[config.mk]
export PLATFORM = sky130hd
export DESIGN_NAME = pipe_control_unit_flat
export DESIGN_NICKNAME = d
export VERILOG_FILES = /design/src/rtl/pipe_control_unit_if.sv /design/src/rtl/pipe_control_unit.sv /design/src/flat_wrapper.sv
export SDC_FILE = /design/constraint.sdc
export NUM_CORES = 1
export LEC_CHECK = 0
export CAP_MARGIN = 15
export CORE_MARGIN = 2
export CORE_UTILIZATION = 45
export CTS_CLUSTER_DIAMETER = 60
export DETAILED_ROUTE_END_ITERATION = 16
export GPL_ROUTABILITY_DRIVEN = 0
export PLACE_DENSITY = 0.89
export SLEW_MARGIN = 20
export SYNTH_ARGS = -nofsm -noshare
export SYNTH_HDL_FRONTEND = slang
export SYNTH_SLANG_ARGS = --single-unit
[constraint.sdc]
create_clock -name clk -period 2.8 [get_ports clk]
set_input_delay 0.56 -clock clk [delete_from_list [all_inputs] [get_ports clk]]
set_output_delay 0.56 -clock clk [all_outputs]
set_load 0.02 [all_outputs]
[src/rtl/pipe_control_unit_if.sv]
// rtl/pipe_control_unit_if.sv - ID-side issue handshake and stage control-bundle outputs of pipe_control_unit
interface pipe_control_unit_if #(
    parameter int WORD_SIZE  = 16,
    parameter int NUM_STAGES = 3
);
    logic                       id_valid;
    logic [3:0]                 opcode;
    logic [5:0]                 func_code;
    logic                       stall;
    logic                       flush;
    logic                       id_ready;
    logic [18*NUM_STAGES-1:0]   stage_ctrl;
    logic                       illegal;
    logic                       halted;
    logic [WORD_SIZE-1:0]       retire_cnt;

    modport master (
        output id_valid, opcode, func_code, stall, flush,
        input  id_ready, stage_ctrl, illegal, halted, retire_cnt
    );

    modport slave (
        input  id_valid, opcode, func_code, stall, flush,
        output id_ready, stage_ctrl, illegal, halted, retire_cnt
    );
endinterface

[src/rtl/pipe_control_unit.sv]
// rtl/pipe_control_unit.sv - TSC ID decode, stage control-bundle pipeline and HLT drain FSM; retire counter under CTRL_RETIRE_CNT_EN
module pipe_control_unit #(
    parameter int WORD_SIZE  = 16,
    parameter int NUM_STAGES = 3
) (
    input  logic               clk,
    input  logic               reset_n,
    pipe_control_unit_if.slave bus
);
    localparam int CNT_W = (NUM_STAGES > 1) ? $clog2(NUM_STAGES) : 1;

    localparam logic [3:0] OP_ADI = 4'd4;
    localparam logic [3:0] OP_ORI = 4'd5;
    localparam logic [3:0] OP_LHI = 4'd6;
    localparam logic [3:0] OP_LWD = 4'd7;
    localparam logic [3:0] OP_SWD = 4'd8;
    localparam logic [3:0] OP_JMP = 4'd9;
    localparam logic [3:0] OP_JAL = 4'd10;
    localparam logic [3:0] OP_RTY = 4'd15;
    localparam logic [5:0] FN_JPR = 6'd25;
    localparam logic [5:0] FN_JRL = 6'd26;
    localparam logic [5:0] FN_WWD = 6'd28;
    localparam logic [5:0] FN_HLT = 6'd29;

    typedef struct packed {
        logic       valid;
        logic       hlt;
        logic       wwd;
        logic       reg_write;
        logic       mem_to_reg;
        logic       mem_read;
        logic       mem_write;
        logic       branch;
        logic [1:0] br_cond;
        logic       jmp;
        logic       jreg;
        logic [1:0] reg_dst;
        logic [1:0] alu_op;
        logic       alu_src;
        logic       link;
    } ctrl_t;

    typedef enum logic [1:0] {
        ST_RUN    = 2'd0,
        ST_DRAIN  = 2'd1,
        ST_HALTED = 2'd2
    } state_t;

    state_t           state_q;
    logic [CNT_W-1:0] drain_cnt_q;
    ctrl_t            stage_q [NUM_STAGES];
    logic             ill_seen_q;
    logic             illegal_q;
    logic             halted_q;

    ctrl_t dec;
    ctrl_t stage0_d;
    logic  dec_ill;
    logic  accept;
    logic  issue;
    logic  ill_seen_d;

    always_comb begin
        dec       = '0;
        dec.valid = 1'b1;
        dec_ill   = 1'b0;
        case (bus.opcode)
            4'd0, 4'd1, 4'd2, 4'd3: begin
                dec.branch  = 1'b1;
                dec.br_cond = bus.opcode[1:0];
                dec.alu_op  = 2'b11;
            end
            OP_ADI: begin
                dec.reg_write = 1'b1;
                dec.alu_src   = 1'b1;
            end
            OP_ORI: begin
                dec.reg_write = 1'b1;
                dec.alu_op    = 2'b01;
                dec.alu_src   = 1'b1;
            end
            OP_LHI: begin
                dec.reg_write = 1'b1;
                dec.alu_op    = 2'b10;
                dec.alu_src   = 1'b1;
            end
            OP_LWD: begin
                dec.reg_write  = 1'b1;
                dec.mem_read   = 1'b1;
                dec.mem_to_reg = 1'b1;
                dec.alu_src    = 1'b1;
            end
            OP_SWD: begin
                dec.mem_write = 1'b1;
                dec.alu_src   = 1'b1;
            end
            OP_JMP: dec.jmp = 1'b1;
            OP_JAL: begin
                dec.jmp       = 1'b1;
                dec.link      = 1'b1;
                dec.reg_write = 1'b1;
                dec.reg_dst   = 2'b10;
                dec.alu_op    = 2'b11;
            end
            OP_RTY: begin
                case (bus.func_code)
                    6'd0, 6'd1, 6'd2, 6'd3, 6'd4, 6'd5, 6'd6, 6'd7: begin
                        dec.reg_write = 1'b1;
                        dec.reg_dst   = 2'b01;
                        dec.alu_op    = 2'b11;
                    end
                    FN_JPR: dec.jreg = 1'b1;
                    FN_JRL: begin
                        dec.jreg      = 1'b1;
                        dec.link      = 1'b1;
                        dec.reg_write = 1'b1;
                        dec.reg_dst   = 2'b10;
                        dec.alu_op    = 2'b11;
                    end
                    FN_WWD:  dec.wwd = 1'b1;
                    FN_HLT:  dec.hlt = 1'b1;
                    default: dec_ill = 1'b1;
                endcase
            end
            default: dec_ill = 1'b1;
        endcase
    end

    assign accept     = (state_q == ST_RUN) && !bus.stall && !bus.flush;
    assign issue      = accept && bus.id_valid && !dec_ill;
    assign ill_seen_d = accept && bus.id_valid && dec_ill;
    assign stage0_d   = issue ? dec : '0;

    // stall/flush only gate stage 0; downstream stages keep draining
    always_ff @(posedge clk) begin
        if (!reset_n) begin
            state_q     <= ST_RUN;
            drain_cnt_q <= '0;
            ill_seen_q  <= 1'b0;
            illegal_q   <= 1'b0;
            halted_q    <= 1'b0;
            for (int k = 0; k < NUM_STAGES; k++) begin
                stage_q[k] <= '0;
            end
        end else begin
            stage_q[0] <= stage0_d;
            for (int k = 1; k < NUM_STAGES; k++) begin
                stage_q[k] <= (state_q == ST_HALTED) ? '0 : stage_q[k-1];
            end
            ill_seen_q <= ill_seen_d;
            illegal_q  <= ill_seen_q;
            case (state_q)
                ST_RUN: begin
                    if (issue && dec.hlt) begin
                        if (NUM_STAGES == 1) begin
                            state_q  <= ST_HALTED;
                            halted_q <= 1'b1;
                        end else begin
                            state_q     <= ST_DRAIN;
                            drain_cnt_q <= CNT_W'(NUM_STAGES - 1);
                        end
                    end
                end
                // halted rises on the edge that moves HLT into the last stage
                ST_DRAIN: begin
                    if (drain_cnt_q <= CNT_W'(1)) begin
                        state_q     <= ST_HALTED;
                        halted_q    <= 1'b1;
                        drain_cnt_q <= '0;
                    end else begin
                        drain_cnt_q <= drain_cnt_q - CNT_W'(1);
                    end
                end
                ST_HALTED: begin
                    state_q <= ST_HALTED;
                end
                default: state_q <= ST_RUN;
            endcase
        end
    end

    for (genvar k = 0; k < NUM_STAGES; k++) begin : g_flat
        assign bus.stage_ctrl[18*k +: 18] = stage_q[k];
    end

    assign bus.id_ready = accept;
    assign bus.illegal  = illegal_q;
    assign bus.halted   = halted_q;

`ifdef CTRL_RETIRE_CNT_EN
    logic [WORD_SIZE-1:0] retire_q;

    always_ff @(posedge clk) begin
        if (!reset_n) begin
            retire_q <= '0;
        end else if (stage_q[NUM_STAGES-1].valid) begin
            retire_q <= retire_q + WORD_SIZE'(1);
        end
    end

    assign bus.retire_cnt = retire_q;
`else
    assign bus.retire_cnt = '0;
`endif
endmodule

[src/flat_wrapper.sv]
// flat-port wrapper written by rule: the top's interface ports become plain ports
module pipe_control_unit_flat 
#(
    parameter int WORD_SIZE  = 16,
    parameter int NUM_STAGES = 3
)
  (clk, reset_n, bus_id_valid, bus_opcode, bus_func_code, bus_stall, bus_flush, bus_id_ready, bus_stage_ctrl, bus_illegal, bus_halted, bus_retire_cnt);
  pipe_control_unit_if #(.WORD_SIZE(WORD_SIZE), .NUM_STAGES(NUM_STAGES)) bus_i ();
  input  logic clk;
  input  logic reset_n;
  input wire logic [$bits(bus_i.id_valid)-1:0] bus_id_valid;
  input wire logic [$bits(bus_i.opcode)-1:0] bus_opcode;
  input wire logic [$bits(bus_i.func_code)-1:0] bus_func_code;
  input wire logic [$bits(bus_i.stall)-1:0] bus_stall;
  input wire logic [$bits(bus_i.flush)-1:0] bus_flush;
  output wire logic [$bits(bus_i.id_ready)-1:0] bus_id_ready;
  output wire logic [$bits(bus_i.stage_ctrl)-1:0] bus_stage_ctrl;
  output wire logic [$bits(bus_i.illegal)-1:0] bus_illegal;
  output wire logic [$bits(bus_i.halted)-1:0] bus_halted;
  output wire logic [$bits(bus_i.retire_cnt)-1:0] bus_retire_cnt;
  assign bus_i.id_valid = bus_id_valid;
  assign bus_i.opcode = bus_opcode;
  assign bus_i.func_code = bus_func_code;
  assign bus_i.stall = bus_stall;
  assign bus_i.flush = bus_flush;
  assign bus_id_ready = bus_i.id_ready;
  assign bus_stage_ctrl = bus_i.stage_ctrl;
  assign bus_illegal = bus_i.illegal;
  assign bus_halted = bus_i.halted;
  assign bus_retire_cnt = bus_i.retire_cnt;
  pipe_control_unit #(.WORD_SIZE(WORD_SIZE), .NUM_STAGES(NUM_STAGES)) u_core (.clk(clk), .reset_n(reset_n), .bus(bus_i));
endmodule
## Word level (Yosys, flattened, before mapping)

Memories as Yosys holds them, arrays and structs flattened.
Index checks and enable logic that the tools add are counted.

- Bits in registers: 7
- Bits in writable memories: 54
- Input bits: 15
- Output and inout port bits: 73
- Word-level logic and storage cells: 96
- Memories kept: 1

- Add/sub/neg operators: 1
- Order comparisons: 1
- Eq/ne operators: 26
- Mux-type cells: 33
- Bitwise gates (word level): 3
- Reduce and logical (&&, ||, !) cells: 26

Memories:

| name | words | width | rd ports | clocked after Yosys merged registers in | write ports | line | source |
|---|---|---|---|---|---|---|---|
| u_core.stage_q | 3 | 18 | 3 | 0 | 3 | pipe_control_unit.sv:51 | `ctrl_t stage_q [NUM_STAGES];` |

Operator list:

| operator | number |
|---|---|
| two-way mux 18 bit | 6 |
| equality test 6 x 3 -> 1 bit (second input constant) | 4 |
| equality test 6 x 5 -> 1 bit (second input constant) | 4 |
| equality test 4 x 3 -> 1 bit (second input constant) | 4 |
| equality test 4 bit (second input constant) | 4 |
| OR reduction 5 bit | 3 |
| equality test 6 x 2 -> 1 bit (second input constant) | 2 |
| two-way mux 1 bit | 12 |
| two-way mux 2 bit | 6 |
| OR reduction 12 bit | 1 |
| OR reduction 11 bit | 1 |
| OR reduction 9 bit | 1 |
| equality test 4 x 2 -> 1 bit (second input constant) | 2 |
| one-hot mux 2 bit (2 select lines) | 2 |
| one-hot mux 2 bit (4 select lines) | 1 |
| one-hot mux 4 bit (2 select lines) | 1 |
| OR reduction 8 bit | 1 |
| equality test 6 x 1 -> 1 bit (second input constant) | 1 |
| logical AND 1 bit | 6 |
| zero test 6 bit | 1 |
| one-hot mux 1 bit (2 select lines) | 3 |
| one-hot mux 2 bit (3 select lines) | 1 |
| AND reduction 2 bit | 3 |
| equality test 4 x 1 -> 1 bit (second input constant) | 1 |
| other kinds (14) | 19 |

## Depth between registers and ports, before layout

- Depth in word-level cells: 9
- Depth in mapped cells: 8

## Worst setup path after synthesis

No wires, ideal clock.

- Path kind: register -> register
- Start: register u_core.state_q[0]
- End: memory u_core.stage_q[0][7] (netlist bit)
- Setup time: 0.073 ns
- Data arrival time: 1.804 ns
- Data required time: 2.727 ns
- Path slack: 0.924 ns
- Stages on the path, launching flop included: 9
- Period minus slack after synthesis: 1.876 ns
- Cells stage by stage: dfxtp_1 -> inv_1 -> ha_1 -> or3b_4 -> inv_1 -> nand3_1 -> a211o_1 -> buf_6 -> nor3_2

RTL lines:

| item | line | source |
|---|---|---|
| start: declaration | pipe_control_unit.sv:49 | `state_t state_q;` |
| start signal: assignment | pipe_control_unit.sv:137 | `state_q <= ST_RUN;` |
| start signal: assignment | pipe_control_unit.sv:156 | `state_q <= ST_HALTED;` |
| start signal: assignment | pipe_control_unit.sv:159 | `state_q <= ST_DRAIN;` |
| end: declaration | pipe_control_unit.sv:51 |  |

## Worst setup path in the final report

- Start: register u_core.state_q[0]
- End: output bus_id_ready

- Word-level cells in the longest chain between the ends: 3

Ends and longest elaborated chain:

| item | line | source |
|---|---|---|
| zero test 2 bit | pipe_control_unit.sv:129 | `assign accept = (state_q == ST_RUN) && !bus.stall && !bus.flush;` |
| logical AND 1 bit (2 in series) | pipe_control_unit.sv:129 |  |
| end: declaration | flat_wrapper.sv:16 | `output wire logic [$bits(bus_i.id_ready)-1:0] bus_id_ready;` |

Every way passes these cells.

==> summary.md <==
| Metric | Value |
|---|---|
| First-pass GRT wire length | 6270 µm |
| Worst path bufs/invs | 3 |
| Number of synthesized register bits | between 50 and 60 |
| Clk root buf | clkbuf_8 |
| Ys async rst share | 0 |
| Vias in the first global route | 1,432 |
| Layout Nets | just under 300 |
| Top_reg_cell synth | dfxtp_1 |
| Die H | about 72 µm |
| ANT nets after route | 0 |
| # rows | 24 |
| Most frequent cell after synthesis | dfxtp_1 |
| Final wirelength | 3760 µm |
| Area of the core | 0.00438 mm² |
| Setup total negative slack | 0 ns |
| Worst Setup End Kind | output port |
| Hold Vio Cnt, Final | 0 |
| WP data arrival | 2.08 ns |
| Pwr/cell area | about 470 mW/mm² |
| Post-synth top cells | 55 x dfxtp_1, 34 x and2_1, 22 x buf_4 |
| Power, Total | 1.33 mW |
| Synth cell types | 41 |
| WL/cell | 11.4 µm |
| H-tree lvl count | 2 |
| Clk sinks | 55 |
| Netlist Area Pre-Place | 0.00207 mm² |
| Lkg Pwr | 1.10 nW |
| DRC | 0 |
| Fmax | 378 MHz |
| Worst setup SP type | flop |
| Seq/Total Area, Yosys | 0.532 |
| Port buffer count | between 70 and 80 |
| Via density | about 4.7 |
| Setup repair after global routing missed its margin | no |
| Die X | 71.8 µm |
| Post-DP Area | 0.00274 mm² |
| GRT overflow | 0 |
| Critical path fanouts, max | 4 |
| Clock skew | 0.00682 ns |
| DR pass1 iterations | 4 |
| WHS | 0.448 ns |
| CTS clk-pin slew, worst paths | about 0.1 ns |
| Boundary pin count | about 90 |
| Initial antenna violation count | 0 |
| Highest cell delay on the worst timing path | 0.60 ns |
| Count of pins over their slew limit | 0 |
| EDFF count, synth | 0 |
| Inserted Clock Buffers | 5 |
| Area Growth Syn to Fin | 37.0% |
| Reg2Reg Setup Slack | 0.72 ns |
| Max Root-Sink Buffers | 2 |
| Peak VDD IR | slightly below 0.3 mV |
| CP most frequent cell | inv_1 |
| Status | finished clean |
| Worst Path Required | between 2 and 2.5 ns |
| Post-detail-place hpwl | just under 3000 µm |
| CTS tree | done |
| Share of post-route cells with drive strength above 1 | 0.0755 |
| Initial cell density of the core | 0.472 |
| Top post-synthesis cells by area | dfxtp_1 53%, and2_1 10%, buf_4 8.0%, ha_1 2.4%, a21oi_1 2.2% |
| Final setup violation count | 0 |
| Pin count of the biggest net entering global routing | 33 |
| Post-synth top area share | 0.532 |
| Worst-path cell chain | inv_1 -> ha_1 -> or3b_4 -> inv_1 -> clkdlybuf4s50_1 |
| Post-route cell area | 0.00283 mm² |
| Max_cap viols | 0 |
| Ant diodes | 0 |
| Post_cts resized | 0 |
| # Post-CTS Setup Buffers | 0 |
| Dominant cell type by area after synthesis | dfxtp_1 |
| Final Cycle Share | 0.944 |
| Die area | 0.00515 mm² |
| Worst hold-check path type | flop to flop |
| Yosys Warn Count | 0 |
| First DRT Iteration DRCs | between 40 and 50 |
| Post-synthesis cell count | 207 |
| Total GRT Usage | 0.155 |
| Skew-Pair Late Insertion Delay | approximately 0.30 ns |
| DR vias | 1,561 |
| Hold Buf Count CTS | 0 |
| Avg Cell Area, Syn | 9.99 µm² |
| Crit path max-delay family | buffers and inverters |
| Final worst path period need | 2.64 ns |
| Crit path kind | flop to output port |
| Worst path slowest cell | clkdlybuf4s50_1 |
==> cells in the final DEF (no fill, tap or decap), types with 5 or more instances in the layout <==
master / netlist / routed
buf_4: 22 / 7
inv_1: 9 / 9
clkbuf_8: 1 / 5
a21oi_1: 9 / 9
nand2_1: 7 / 7
and2_1: 34 / 34
clkdlybuf4s50_1: 0 / 71
dfxtp_1: 55 / 55
conb_1: 1 / 16
o21ai_0: 6 / 6
nor2_1: 10 / 10
==> registers in the layout, indices dropped and copies added, names as in the netlist <==
name	cells
u_core.bus.halted	1
u_core.bus.illegal	1
u_core.stage_q	48
u_core.drain_cnt_q	2
u_core.ill_seen_q	1
u_core.state_q	2
==> layer usage <==
layer | share of wire | vias to the layer above | wire, µm | global-route usage
met5 | 0 | - | 0 | 0
met4 | 0.014 | 0 | 53 | 0.0629
met3 | 0.072 | 7 | 272 | 0.0422
met2 | 0.50 | 66 | 1890 | 0.280
met1 | 0.41 | 701 | 1540 | 0.172
li1 | - | 787 | - | -
==> stage by stage <==
stage	instances	setup WS (ns)	utilization
after detailed placement	322	0.188	0.625
after floorplan	222	0.924	-
after global placement	322	0.201	0.625
after global routing	330	0.0757	0.646
final	330	0.156	0.646
after CTS	330	0.146	0.646
==> final cells by class <==
class | count | area (µm²)
flip-flops and latches | 55 | 1100
well taps | 52 | 65.1
repair buffers | 78 | 763
clock buffers | 5 | 68.8
multi-input cells | 128 | 777
clock inverters | 3 | 25.0
fillers | 359 | 1550
inverters | 9 | 33.8
==> worst paths after layout <==
| path | start | endpoint | cells after the start |
|---|---|---|---|
| min reg2reg | u_core.ill_seen_q | u_core.bus.illegal | 1 |
| max | u_core.state_q[0] | bus_id_ready | 5 |
| min | u_core.ill_seen_q | u_core.bus.illegal | 1 |
| max reg2reg | u_core.state_q[0] | u_core.stage_q[0][2] | 7 |
==> where the power goes <==
group	switching (mW)	internal (mW)	leakage (nW)
clock network	0.253	0.179	0.0443
registers	0.00161	0.785	0.443
logic	0.0643	0.0446	0.609
total	0.319	1.01	1.10
==> cells by family (layout without fill, tap and decap cells) <==
family / after synthesis / in the layout / synth area share
AOI/OAI and AO/OA: 28 / 28 / 0.0895
DFF: 55 / 55 / 0.532
adders and majority gates: 4 / 4 / 0.0242
and+or+nand+nor: 78 / 78 / 0.224
buffers and inverters: 39 / 95 / 0.119
xor gates and xnor gates: 2 / 2 / 0.00847
other: 1 / 16 / 0.00181
Power figures use the tool's default switching activity.
